<file path="config.mk">
export PLATFORM = sky130hd
export DESIGN_NAME = fetch_unit
export DESIGN_NICKNAME = d
export VERILOG_FILES = /design/src/rtl/fetch_unit.sv
export SDC_FILE = /design/constraint.sdc
export NUM_CORES = 1
export LEC_CHECK = 0
export CAP_MARGIN = 20
export CORE_MARGIN = 2
export CORE_UTILIZATION = 50
export DETAILED_ROUTE_END_ITERATION = 8
export GPL_ROUTABILITY_DRIVEN = 0
export PLACE_DENSITY = 0.86
export SLEW_MARGIN = 20
export SYNTH_ARGS = -nofsm -noshare
export SYNTH_HDL_FRONTEND = slang
export SYNTH_SLANG_ARGS = --single-unit
</file>
<file path="constraint.sdc">
create_clock -name clk -period 4.8 [get_ports clk]
set_input_delay 0.48 -clock clk [delete_from_list [all_inputs] [get_ports clk]]
set_output_delay 0.48 -clock clk [all_outputs]
set_load 0.02 [all_outputs]
</file>
<file path="src/rtl/fetch_unit.sv">
// Instruction-fetch stage: owns the PC, drives the instruction memory word address,
// and registers fetched words into an IF/ID slot with a valid/ready handshake toward decode.
module fetch_unit #(
  parameter logic [31:0] RESET_PC   = 32'h0000_0000,
  parameter int          IMEM_WORDS = 32,
  parameter logic [31:0] HALT_WORD  = 32'hFFFF_FFFF
) (
  input  logic        clk,
  input  logic        rst_n,
  output logic [31:0] iaddr,
  input  logic [31:0] idata,
  input  logic        redirect_valid,
  input  logic [31:0] redirect_target,
  input  logic        out_ready,
  output logic        out_valid,
  output logic [31:0] out_instr,
  output logic [31:0] out_pc,
  output logic        halted,
  output logic        fault,
  output logic [31:0] fetch_count
);

  // state | meaning
  // BOOT  | single idle cycle after reset release, no fetch
  // RUN   | normal fetch, redirect and back-pressure handling
  // HALT  | halt word captured; drain it to decode, then idle until reset
  // ERR   | misaligned redirect or out-of-range fetch; idle until reset
  typedef enum logic [1:0] {ST_BOOT, ST_RUN, ST_HALT, ST_ERR} state_t;

  localparam logic [31:0] LP_IMEM_WORDS = 32'(IMEM_WORDS);

  state_t      r_state, w_state_nxt;
  logic [31:0] r_pc, w_pc_nxt;
  logic        r_out_valid, w_valid_nxt;
  logic [31:0] r_out_instr, w_instr_nxt;
  logic [31:0] r_out_pc, w_opc_nxt;
  logic        r_halted, w_halted_nxt;
  logic        r_fault, w_fault_nxt;
  logic [31:0] r_fetch_count;

  logic        w_accept;
  logic        w_advance;
  logic        w_out_of_range;

  assign iaddr          = {2'b00, r_pc[31:2]};
  assign w_accept       = r_out_valid & out_ready;
  assign w_advance      = ~r_out_valid | out_ready;
  assign w_out_of_range = (iaddr >= LP_IMEM_WORDS);

  always_comb begin
    w_state_nxt  = r_state;
    w_pc_nxt     = r_pc;
    w_valid_nxt  = r_out_valid;
    w_instr_nxt  = r_out_instr;
    w_opc_nxt    = r_out_pc;
    w_halted_nxt = r_halted;
    w_fault_nxt  = r_fault;
    case (r_state)
      ST_BOOT: w_state_nxt = ST_RUN;
      ST_RUN: begin
        if (redirect_valid && (redirect_target[1:0] != 2'b00)) begin
          w_fault_nxt = 1'b1;
          w_valid_nxt = 1'b0;
          w_state_nxt = ST_ERR;
        end else if (redirect_valid) begin
          // Flush the slot; the target is fetched on the following edge.
          w_pc_nxt    = redirect_target;
          w_valid_nxt = 1'b0;
        end else if (w_advance && w_out_of_range) begin
          w_fault_nxt = 1'b1;
          w_valid_nxt = 1'b0;
          w_state_nxt = ST_ERR;
        end else if (w_advance) begin
          w_instr_nxt = idata;
          w_opc_nxt   = r_pc;
          w_valid_nxt = 1'b1;
          if (idata == HALT_WORD) begin
            w_halted_nxt = 1'b1;
            w_state_nxt  = ST_HALT;
          end else begin
            w_pc_nxt = r_pc + 32'd4;
          end
        end
      end
      ST_HALT: begin
        if (w_accept) w_valid_nxt = 1'b0;
      end
      ST_ERR:  w_valid_nxt = 1'b0;
      default: w_state_nxt = ST_ERR;
    endcase
  end

  always_ff @(posedge clk or negedge rst_n) begin
    if (!rst_n) begin
      r_state       <= ST_BOOT;
      r_pc          <= RESET_PC;
      r_out_valid   <= 1'b0;
      r_out_instr   <= 32'h0;
      r_out_pc      <= 32'h0;
      r_halted      <= 1'b0;
      r_fault       <= 1'b0;
      r_fetch_count <= 32'h0;
    end else begin
      r_state     <= w_state_nxt;
      r_pc        <= w_pc_nxt;
      r_out_valid <= w_valid_nxt;
      r_out_instr <= w_instr_nxt;
      r_out_pc    <= w_opc_nxt;
      r_halted    <= w_halted_nxt;
      r_fault     <= w_fault_nxt;
      if (w_accept) r_fetch_count <= r_fetch_count + 32'd1;
    end
  end

  assign out_valid   = r_out_valid;
  assign out_instr   = r_out_instr;
  assign out_pc      = r_out_pc;
  assign halted      = r_halted;
  assign fault       = r_fault;
  assign fetch_count = r_fetch_count;

endmodule

</file>
==> results.md, run 1 <==
* Critical path startpoint category: register
* Clock Tree Root: clkbuf_16
* EDFF count, synth at 0
* Core area at 11900 um2
* First-pass GRT wire length at 25.3 mm
* HPWL Detailed at 11.0 mm
* Setup Buffers After CTS at 0
* Final Cycle Share at 60.6%
* Antenna diodes at 0
* Seq/Total Area, Yosys at 54.8%
* Resize count post-CTS at 0
* CP max FO at 28
* Yosys top cell area share at 54.8%
* Async set-or-reset flop fraction in the synthesized netlist at 100%
* PwrDens at 323 nW/um2
* Yosys top cell by area: dfrtp_1
* Post-cts hold buffer count at 0
* Drt first pass iters at 4
* Unrepaired setup endpoints after global routing: no
* Total GRT Usage at 25.1%
* Final Max Tran Viols at 0
* Initial Utilization at 51.0%
* Count leader, synth: dfrtp_1
* Pre-CTS setup slack at 1.72 ns
* Period minus WS final at 2.91 ns
* Worst ir drop on vdd at 0.241 mV
* Clk slew on worst S/H paths at 0.06 ns
* Status: finished clean
* CTS tree: done
* Setup ws final at 1.89 ns
* Antenna Violating Nets Remaining at 0
* Final count of negative-setup-slack endpoints at 0
* Clock sink total at 133
* Layout Skew at 0.00533 ns
* Type of the tightest min-delay check: primary input to asynchronous set/reset pin
* Fmax at 0.344 GHz
* Crit-path slowest cell: and3_1
* Port bufs at 196
* Met3 usage at 6.88%
* Post-Place Cell Area at 7900 um2
* Drt drc at 0
* Yosys warns at 0
* Final Hold Fails at 0
* Synth Flop Type: dfrtp_1
* CTS buffer count at 17
* Nature of the critical path endpoint: register
* Yosys reg bits at 133
* GRT met1 Usage at 31.3%
* Layout Nets at 779
* Number of global-route vias before repair at 4848
* Via/cell ratio at 5.51
* CP cell instances: nor2b_1 > and3_1 > a31oi_1 > o32a_1
* Mean Syn Cell Area at 11.2 um2
* Max incr delay on CP at 0.95 ns
* Synth area leaders: dfrtp_1 (55%), mux2_4 (5.9%), buf_4 (4.0%)
* Htree depth at 4
* GRT overflow at 0
* Synth cell count leaders: dfrtp_1 (133), nand2_1 (43), nor2_1 (37)
* Worst EP arrival at 3.21 ns
* Setup_tns at 0 ns
* IO Pins at 199
* Fin area at 8550 um2
* Clock latency on the worst-skew pair at 0.42 ns
* Met2 usage at 42.0%
* Routed WL per cell at 18.3 um
* Synth cell types at 52
* Worst Setup Path Type: register to register
* WL final at 15.9 mm
* Initial antenna violation count at 0
* Worst slew margin at 33.7%
* Clock Tree Buf Depth at 2
* Largest net degree at the start of global routing at 85
* Fillers at 836
* CP Data Required Time at 5.11 ns
* Worst-Margin Slew at 0.992 ns
* Iter 0 DRT Violations at 352
* Leakage at 3.84 nW
* DIE WIDTH at 114 um
* WHS at 0.0971 ns
* Netlist area before placement at 6070 um2
* Max-capacitance violation count at 0
* Top Usage Layer GRT: met2
* Vias at 4783
* Share of cells above drive strength 1 at 10.8%
* Area delta synth->final at 40.8%
* Site row count at 40
* Syn Inst Count at 540
* Chip height at 114 um
* Die ar. at 13000 um2
per-layer routing:
metal | share of wire, % | vias to the layer above
li1 | - | 2195
met1 | 40 | 2367
met2 | 51 | 192
met3 | 6.6 | 29
met4 | 2.0 | 0
met5 | 0 | -
state kept, by name, summed over array words and instances (netlist names):
name and count:
r_state 2, r_pc 32, out_instr 32, out_valid 1
fault 1, fetch_count 32, out_pc 32, halted 1
worst max-delay path: cells and delay by family (launching register included):
family | cells | cell delay, ns
flip-flops | 1 | 0.44
AO/OA/AOI/OAI | 2 | 0.61
AND/OR/NAND/NOR | 2 | 1.73
where the power goes:
part | total [mW] | leakage (nW) | switching (mW) | internal, mW
Clock | 1.43 | 0.317 | 0.475 | 0.960
Sequential | 1.15 | 1.76 | 0.0183 | 1.13
Combinational | 0.177 | 1.77 | 0.0874 | 0.0891
Total | 2.76 | 3.84 | 0.581 | 2.18
cells by family (layout without fill, tap and decap cells):
| family | count (synthesis) | in the layout | share of synthesized area, % |
|---|---|---|---|
| XOR/XNOR | 31 | 31 | 4.47 |
| multiplexers | 44 | 44 | 9.58 |
| buffers and inverters | 69 | 249 | 6.78 |
| AO/OA/AOI/OAI | 67 | 67 | 7.50 |
| adder cells (fa/ha/maj) | 3 | 3 | 0.618 |
| flip-flops | 133 | 133 | 54.8 |
| AND/OR/NAND/NOR | 192 | 192 | 16.2 |
| other | 1 | 2 | 0.0618 |
cells in the final DEF, fill, tap and decap left out, types with 2 or more instances in the layout:
master	instances
clkbuf_1	3
o21ai_0	11
a211o_1	3
nor2b_1	2
a41oi_1	11
mux2_2	17
clkinv_2	3
and3_1	5
and2_1	27
mux2i_1	3
inv_1	17
xor2_1	8
buf_4	3
a31oi_1	5
a22oi_1	2
conb_1	2
clkbuf_8	3
nor4_1	11
nor3_1	13
a2bb2oi_1	2
nand3_1	22
ha_1	3
bufinv_16	5
o22ai_1	3
o31ai_1	3
nand4_1	19
nand2_1	43
o211ai_1	5
clkdlybuf4s50_1	195
a21oi_1	15
nor2_1	37
mux2_4	24
dfrtp_1	133
o32a_1	2
clkbuf_16	17
xnor2_1	23
nand2b_1	2
final cells by class:
type | instances | area, um2 | share of cell area, %
Timing Repair Buffer | 199 | 1990 | 23.2
Multi-Input combinational cell | 339 | 2330 | 27.3
Clock inverter | 9 | 173 | 2.02
Tap cell | 147 | 184 | 2.15
Clock buffer | 23 | 478 | 5.59
Inverter | 18 | 67.6 | 0.790
Sequential cell | 133 | 3330 | 38.9
worst paths after layout:
kind | start | endpoint | slack (ns) | cells after the start
max in group asynchronous | rst_n | fetch_count[3]$_DFFE_PN0P_ | 3.58 | 2
worst max-delay path | r_state[1]$_DFFE_PN0P_ | r_pc[5]$_DFFE_PN0P_ | 1.89 | 4
worst min-delay path | rst_n | r_pc[29]$_DFFE_PN0P_ | 0.1 | 1
worst min register to register | fetch_count[31]$_DFFE_PN0P_ | fetch_count[31]$_DFFE_PN0P_ | 0.47 | 1
worst max register to register | r_state[1]$_DFFE_PN0P_ | r_pc[5]$_DFFE_PN0P_ | 1.89 | 4
min in group clk | fetch_count[31]$_DFFE_PN0P_ | fetch_count[31]$_DFFE_PN0P_ | 0.47 | 1
stage by stage:
stage / std cells / total power [mW] / utilization, %
floorplan: 541 / 1.24 / -
global placement: 836 / 1.34 / 66.3
global route: 868 / 2.85 / 71.8
finish: 868 / 2.76 / 71.8
CTS: 868 / 2.78 / 71.8
detailed placement: 836 / 1.35 / 66.3
Note: power is estimated with default switching activity, not from simulation.
==> run 2: changes to the inputs <==
Settings changed: CORE_UTILIZATION 50 to 42, PLACE_DENSITY 0.86 to 0.77.
Clock period 4.8 ns to 2.4 ns, I/O delays scaled along.
==> results.md, run 2 (synthesized netlist as in run 1, its figures left out) <==
* Chip height at 124 um (+8.8%)
* Initial antenna violation count at 0 (unchanged)
* Worst hold endpoint: r_pc[17]$_DFFE_PN0P_
* Most common cell after layout, fill and taps aside: clkdlybuf4s50_1
* Leakage at 3.90 nW (+1.6%)
* Worst Reg2Reg Path Length in Cells at 6 (+2)
* Antenna Violating Nets Remaining at 0 (unchanged)
* Site row count at 43 (+7.5%)
* Area delta synth->final at 43.3%
* Routed WL per cell at 17.1 um (-6.7%)
* PwrDens at 598 nW/um2 (+85%)
* Layout Skew at 0.00606 ns (+0.000726 ns)
* Final Max Tran Viols at 0 (unchanged)
* Drt drc at 0 (unchanged)
* Nature of the critical path endpoint: register
* DIE WIDTH at 124 um (+8.8%)
* Number of global-route vias before repair at 4952 (+2.1%)
* Clock latency on the worst-skew pair at 0.41 ns (about the same)
* IO Pins at 199 (unchanged)
* Total GRT Usage at 20.7% (-4.4 points)
* Initial Utilization at 43.4% (-7.6 points)
* Layout Nets at 798 (+2.4%)
* Max-capacitance violation count at 0 (unchanged)
* Max incr delay on CP at 0.41 ns (-0.54 ns)
* Worst ir drop on vdd at 0.457 mV (+90%)
* CTS buffer count at 17 (unchanged)
* Most frequent cells in the layout: clkdlybuf4s50_1 (195), dfrtp_1 (133), nand2_1 (43)
* Die ar. at 15400 um2 (+18%)
* Drt first pass iters at 4 (unchanged)
* Final Hold Fails at 0 (unchanged)
* Htree depth at 4 (unchanged)
* Final count of negative-setup-slack endpoints at 0 (unchanged)
* Iter 0 DRT Violations at 293 (-17%)
* Unrepaired setup endpoints after global routing: no
* Setup_tns at 0 ns (unchanged)
* CP Data Required Time at 2.70 ns (-2.41 ns)
* First-pass GRT wire length at 25.9 mm (+2.2%)
* Via/cell ratio at 5.26 (-4.5%)
* HPWL Detailed at 11.3 mm (+3.1%)
* Clock Tree Buf Depth at 2 (unchanged)
* Period minus WS final at 2.17 ns (-0.742 ns)
* Vias at 4842 (+1.2%)
* Worst-Margin Slew at 0.633 ns (-0.359 ns)
* Hold path start: redirect_target[17]
* Worst EP arrival at 2.46 ns (-0.75 ns)
* Clock sink total at 133 (unchanged)
* Post-Place Cell Area at 8100 um2 (+2.5%)
* Clock Tree Root: clkbuf_16
* Most used cell, CP: nand4_1
* Antenna diodes at 0 (unchanged)
* Worst slew margin at 57.8% (+24 points)
* Final Cycle Share at 90.2% (+30 points)
* Clk slew on worst S/H paths at 0.06 ns (about the same)
* FF-to-FF End: out_instr[10]$_DFFE_PN0P_
* Worst Setup Path Type: register to register
* Worst r2r src: r_pc[29]$_DFFE_PN0P_
* Resize count post-CTS at 0 (unchanged)
* CP max FO at 65 (+130%)
* CP cell instances: nor4_1 > nand4_1 > nor2_2 > nand4_1 > buf_12 > mux2_4
* Core area at 14000 um2 (+17%)
* Port bufs at 196 (unchanged)
* WHS Path Cells at 3
* GRT overflow at 0 (unchanged)
* Crit-path slowest cell: dfrtp_1
* Fmax at 0.462 GHz (+34%)
* Reg2reg setup slack at 0.23 ns (-1.66 ns)
* Status: finished clean
* CTS tree: done
* Critical path startpoint category: register
* Type of the tightest min-delay check: primary input to register
* Fin area at 8700 um2 (+1.7%)
* WL final at 15.7 mm (-1.1%)
* Largest net degree at the start of global routing at 68 (-20%)
* Share of cells above drive strength 1 at 13.2% (+2.4 points)
run 2: changes by cell type in the layout (fill, tap and decap cells not counted), sizes merged:
cell	before	now
buf	4	22
clkinvlp	1	5
bufinv	5	2
clkbuf	23	20
clkinv	4	6
dlygate4sd3	0	1
run 2: timing repair:
item | 4_1_cts | 5_1_grt
hold buffers | 1 | 0
hold endpoints to repair | 65 | 0
setup buffers | 0 | 0
run 2: worst max-delay path by stage:
| stage | from | to | slack (ns) | depth (start not counted) |
|---|---|---|---|---|
| floorplan | fetch_count[0]$_DFFE_PN0P_ | fetch_count[26]$_DFFE_PN0P_ | 0.50 | 8 |
| global placement | idata[6] | r_pc[2]$_DFFE_PN0P_ | 0.08 | 8 |
| global route | r_pc[8]$_DFFE_PN0P_ | out_instr[1]$_DFFE_PN0P_ | 0.1 | 6 |
| CTS | r_pc[29]$_DFFE_PN0P_ | out_instr[7]$_DFFE_PN0P_ | 0.26 | 6 |
| detailed placement | idata[6] | r_pc[3]$_DFFE_PN0P_ | 0.06 | 8 |
| finish | r_pc[29]$_DFFE_PN0P_ | out_instr[10]$_DFFE_PN0P_ | 0.23 | 6 |
run 2: power by group:
| group | internal (mW) | switching, mW |
|---|---|---|
| logic | 0.187 | 0.179 |
| clock network | 1.58 | 0.958 |
| registers | 2.27 | 0.0330 |
| total | 4.03 | 1.17 |
run 2: routing by layer:
metal  part of all wire, %  wire [um]  track usage, %  vias to the layer above
li1                      -          -               -                     2234
met1                    42       6670            25.9                     2399
met2                    49       7730            33.8                      180
met3                   6.2        983            5.85                       29
met4                   2.2        346            8.46                        0
met5                     0          0               0                        -
run 2: final cells by class:
type	instances	area, um2
fillers	1120	5290
flip-flops and latches	133	3330
multi-input cells	339	2330
repair buffers	218	2160
clock buffers	20	457
well taps	180	225
clock inverters	12	130
inverters	18	67.6
run 2: worst max-delay path, delay by kind of cell (launching register included):
kind	cells	cell delay (ns)
buf+inv	1	0.26
flops	1	0.41
mux	1	0.34
simple gates	4	1.01
run 2: metrics by stage:
step	utilization [%]	std cells	worst slack [ns]	total power, mW	hold WS [ns]
6_report	62.2	920	0.235	5.20	0.359
5_1_grt	62.2	920	0.0971	5.40	0.384
4_1_cts	62.2	920	0.263	5.26	0.345
3_5_place_dp	57.9	887	0.0647	2.71	0.294
3_3_place_gp	57.9	887	0.0767	2.70	0.284
2_1_floorplan	-	541	0.504	2.48	-0.0556
==> run 3: changes to the inputs <==
Settings changed: REMOVE_ABC_BUFFERS set to 1.
==> results.md, run 3 (synthesized netlist as in run 1, its figures left out) <==
* Status: finished clean
* Worst Setup Path Type: register to register
* Fin area at 8770 um2 (+0.79%)
* Routed WL per cell at 16.8 um (-1.9%)
* Antenna diodes at 0 (unchanged)
* HPWL Detailed at 11.0 mm (-2.7%)
* Total GRT Usage at 20.4% (-0.30 points)
* Clock Tree Buf Depth at 2 (unchanged)
* Port bufs at 196 (unchanged)
* Vias at 4811 (-0.64%)
* FF-to-FF End: out_pc[0]$_DFFE_PN0P_
* Worst r2r src: r_pc[22]$_DFFE_PN0P_
* Critical path startpoint category: register
* CP max FO at 65 (unchanged)
* Worst slew margin at 57.2% (-0.65 points)
* Fillers at 1142 (+2.0%)
* CP Depth at 6 (unchanged)
* Area delta synth->final at 44.4%
* Clock Tree Root: clkbuf_16
* WP buf/inv at 1 (unchanged)
* WHS at 0.360 ns (+0.00103 ns)
* Nature of the critical path endpoint: register
* Clock latency on the worst-skew pair at 0.41 ns (about the same)
* Final core occ at 62.7% (+0.49 points)
* Worst EP arrival at 2.60 ns (+0.14 ns)
* Htree depth at 4 (unchanged)
* CTS buffer count at 17 (unchanged)
* Worst Reg2Reg Path Length in Cells at 6 (unchanged)
* Antenna Violating Nets Remaining at 0 (unchanged)
* Clk slew on worst S/H paths at 0.05 ns (about the same)
* Worst-Margin Slew at 0.643 ns (+0.00972 ns)
* CTS tree: done
* Initial antenna violation count at 0 (unchanged)
* GRT overflow at 0 (unchanged)
* IO Pins at 199 (unchanged)
* Via/cell ratio at 5.22 (-0.86%)
* Chip height at 124 um (unchanged)
* Most used cell, CP: nand4_1
* CP Data Required Time at 2.69 ns (about the same)
* Area occupied by multi-input gates at 2330 um2 (unchanged)
* Type of the tightest min-delay check: primary input to register
* Site row count at 43 (unchanged)
* Crit-path slowest cell: nor4_1
* Drt first pass iters at 6 (+2)
* PwrDens at 619 nW/um2 (+3.5%)
* Share of cells above drive strength 1 at 13.5% (+0.23 points)
* Count of non-filler cells in the finished layout at 922 (+0.22%)
* Final Max Tran Viols at 0 (unchanged)
* WL final at 15.5 mm (-1.7%)
* Placed insts at 890 (+0.34%)
* Most frequent cells in the layout: clkdlybuf4s50_1 (195), dfrtp_1 (133), nand2_1 (43)
* Worst ir drop on vdd at 0.412 mV (-9.8%)
* CP endpoint: out_pc[0]$_DFFE_PN0P_
* Max incr delay on CP at 0.45 ns (+0.04 ns)
* Hold path start: redirect_target[10]
* Unrepaired setup endpoints after global routing: no
* Crit. Startpoint: r_pc[22]$_DFFE_PN0P_
* Layout Skew at 0.00671 ns (+0.000651 ns)
* Iter 0 DRT Violations at 255 (-13%)
* Clock sink total at 133 (unchanged)
* Final Cycle Share at 96.6% (+6.3 points)
* First-pass GRT wire length at 25.8 mm (-0.53%)
* Final Hold Fails at 0 (unchanged)
* Initial Utilization at 43.4% (unchanged)
* Period minus WS final at 2.32 ns (+0.152 ns)
* Reg2reg setup slack at 0.08 ns (-0.15 ns)
* Storage cell area at 3330 um2 (unchanged)
* DIE WIDTH at 124 um (unchanged)
* Die ar. at 15400 um2 (unchanged)
* Drt drc at 0 (unchanged)
* Post-Place Cell Area at 8120 um2 (+0.28%)
* CP cell instances: nor4_1 > nand4_1 > nor2_2 > nand4_1 > buf_12 > mux2_4
* Resize count post-CTS at 0 (unchanged)
* Leakage at 3.96 nW (+1.5%)
* Most common cell after layout, fill and taps aside: clkdlybuf4s50_1
* Layout Nets at 801 (+0.38%)
* Largest net degree at the start of global routing at 70 (+2.9%)
* Number of global-route vias before repair at 5035 (+1.7%)
* Max-capacitance violation count at 0 (unchanged)
* Largest delay share family, worst path: simple AND/OR/NAND/NOR gates
* Fmax at 0.432 GHz (-6.6%)
* Final count of negative-setup-slack endpoints at 0 (unchanged)
* Core area at 14000 um2 (unchanged)
[run 3: cell count changes in the layout (fill, tap and decap cells not counted), sizes merged]
cell,delta
bufinv,+2
clkbuf,+2
buf,+3
clkinvlp,-5
[run 3: worst min-delay path: stages]
cell and delay (ns):
clkdlybuf4s50_1 0.39, nand2_1 0.05, nand2_1 0.04
[run 3: where the power goes]
group          internal [mW]  total (mW)  switching [mW]
Combinational          0.188       0.363           0.175
Sequential              2.27        2.30          0.0333
Clock                   1.84        2.76           0.923
[run 3: layout make-up]
type | count | area share [%]
clock buffers | 22 | 5.52
clock inverters | 9 | 1.70
flip-flops and latches | 133 | 38.0
well taps | 180 | 2.57
inverters | 18 | 0.771
repair buffers | 221 | 24.8
multi-input cells | 339 | 26.6
[run 3: timing repair]
item                      CTS  global route
setup buffers               0             0
hold buffers                1             0
hold endpoints to repair   66             0
[run 3: worst min path at each step]
stage / endpoint / slack [ns] / cells after the start
after detailed placement: out_pc[26]$_DFFE_PN0P_ / 0.28 / 1
after global routing: r_pc[31]$_DFFE_PN0P_ / 0.38 / 3
final: r_pc[10]$_DFFE_PN0P_ / 0.36 / 3
after floorplan: fault$_DFFE_PN0P_ / -0.06 / 0
after CTS: r_pc[10]$_DFFE_PN0P_ / 0.34 / 3
after global placement: out_pc[12]$_DFFE_PN0P_ / 0.27 / 1
[run 3: through the flow]
| stage | total power [mW] | setup TNS, ns | setup WS [ns] |
|---|---|---|---|
| floorplan | 2.44 | -100.49 | -1.60 |
| global placement | 2.69 | 0 | 0.0833 |
| detailed placement | 2.70 | 0 | 0.0862 |
| CTS | 5.48 | 0 | 0.209 |
| global route | 5.62 | 0 | 0.0117 |
| finish | 5.43 | 0 | 0.0826 |
[run 3: metal layers]
layer	wire (um)	track usage, %
met5	0	0
met4	326	7.67
met3	1010	4.56
met2	7630	33.2
met1	6500	26.7
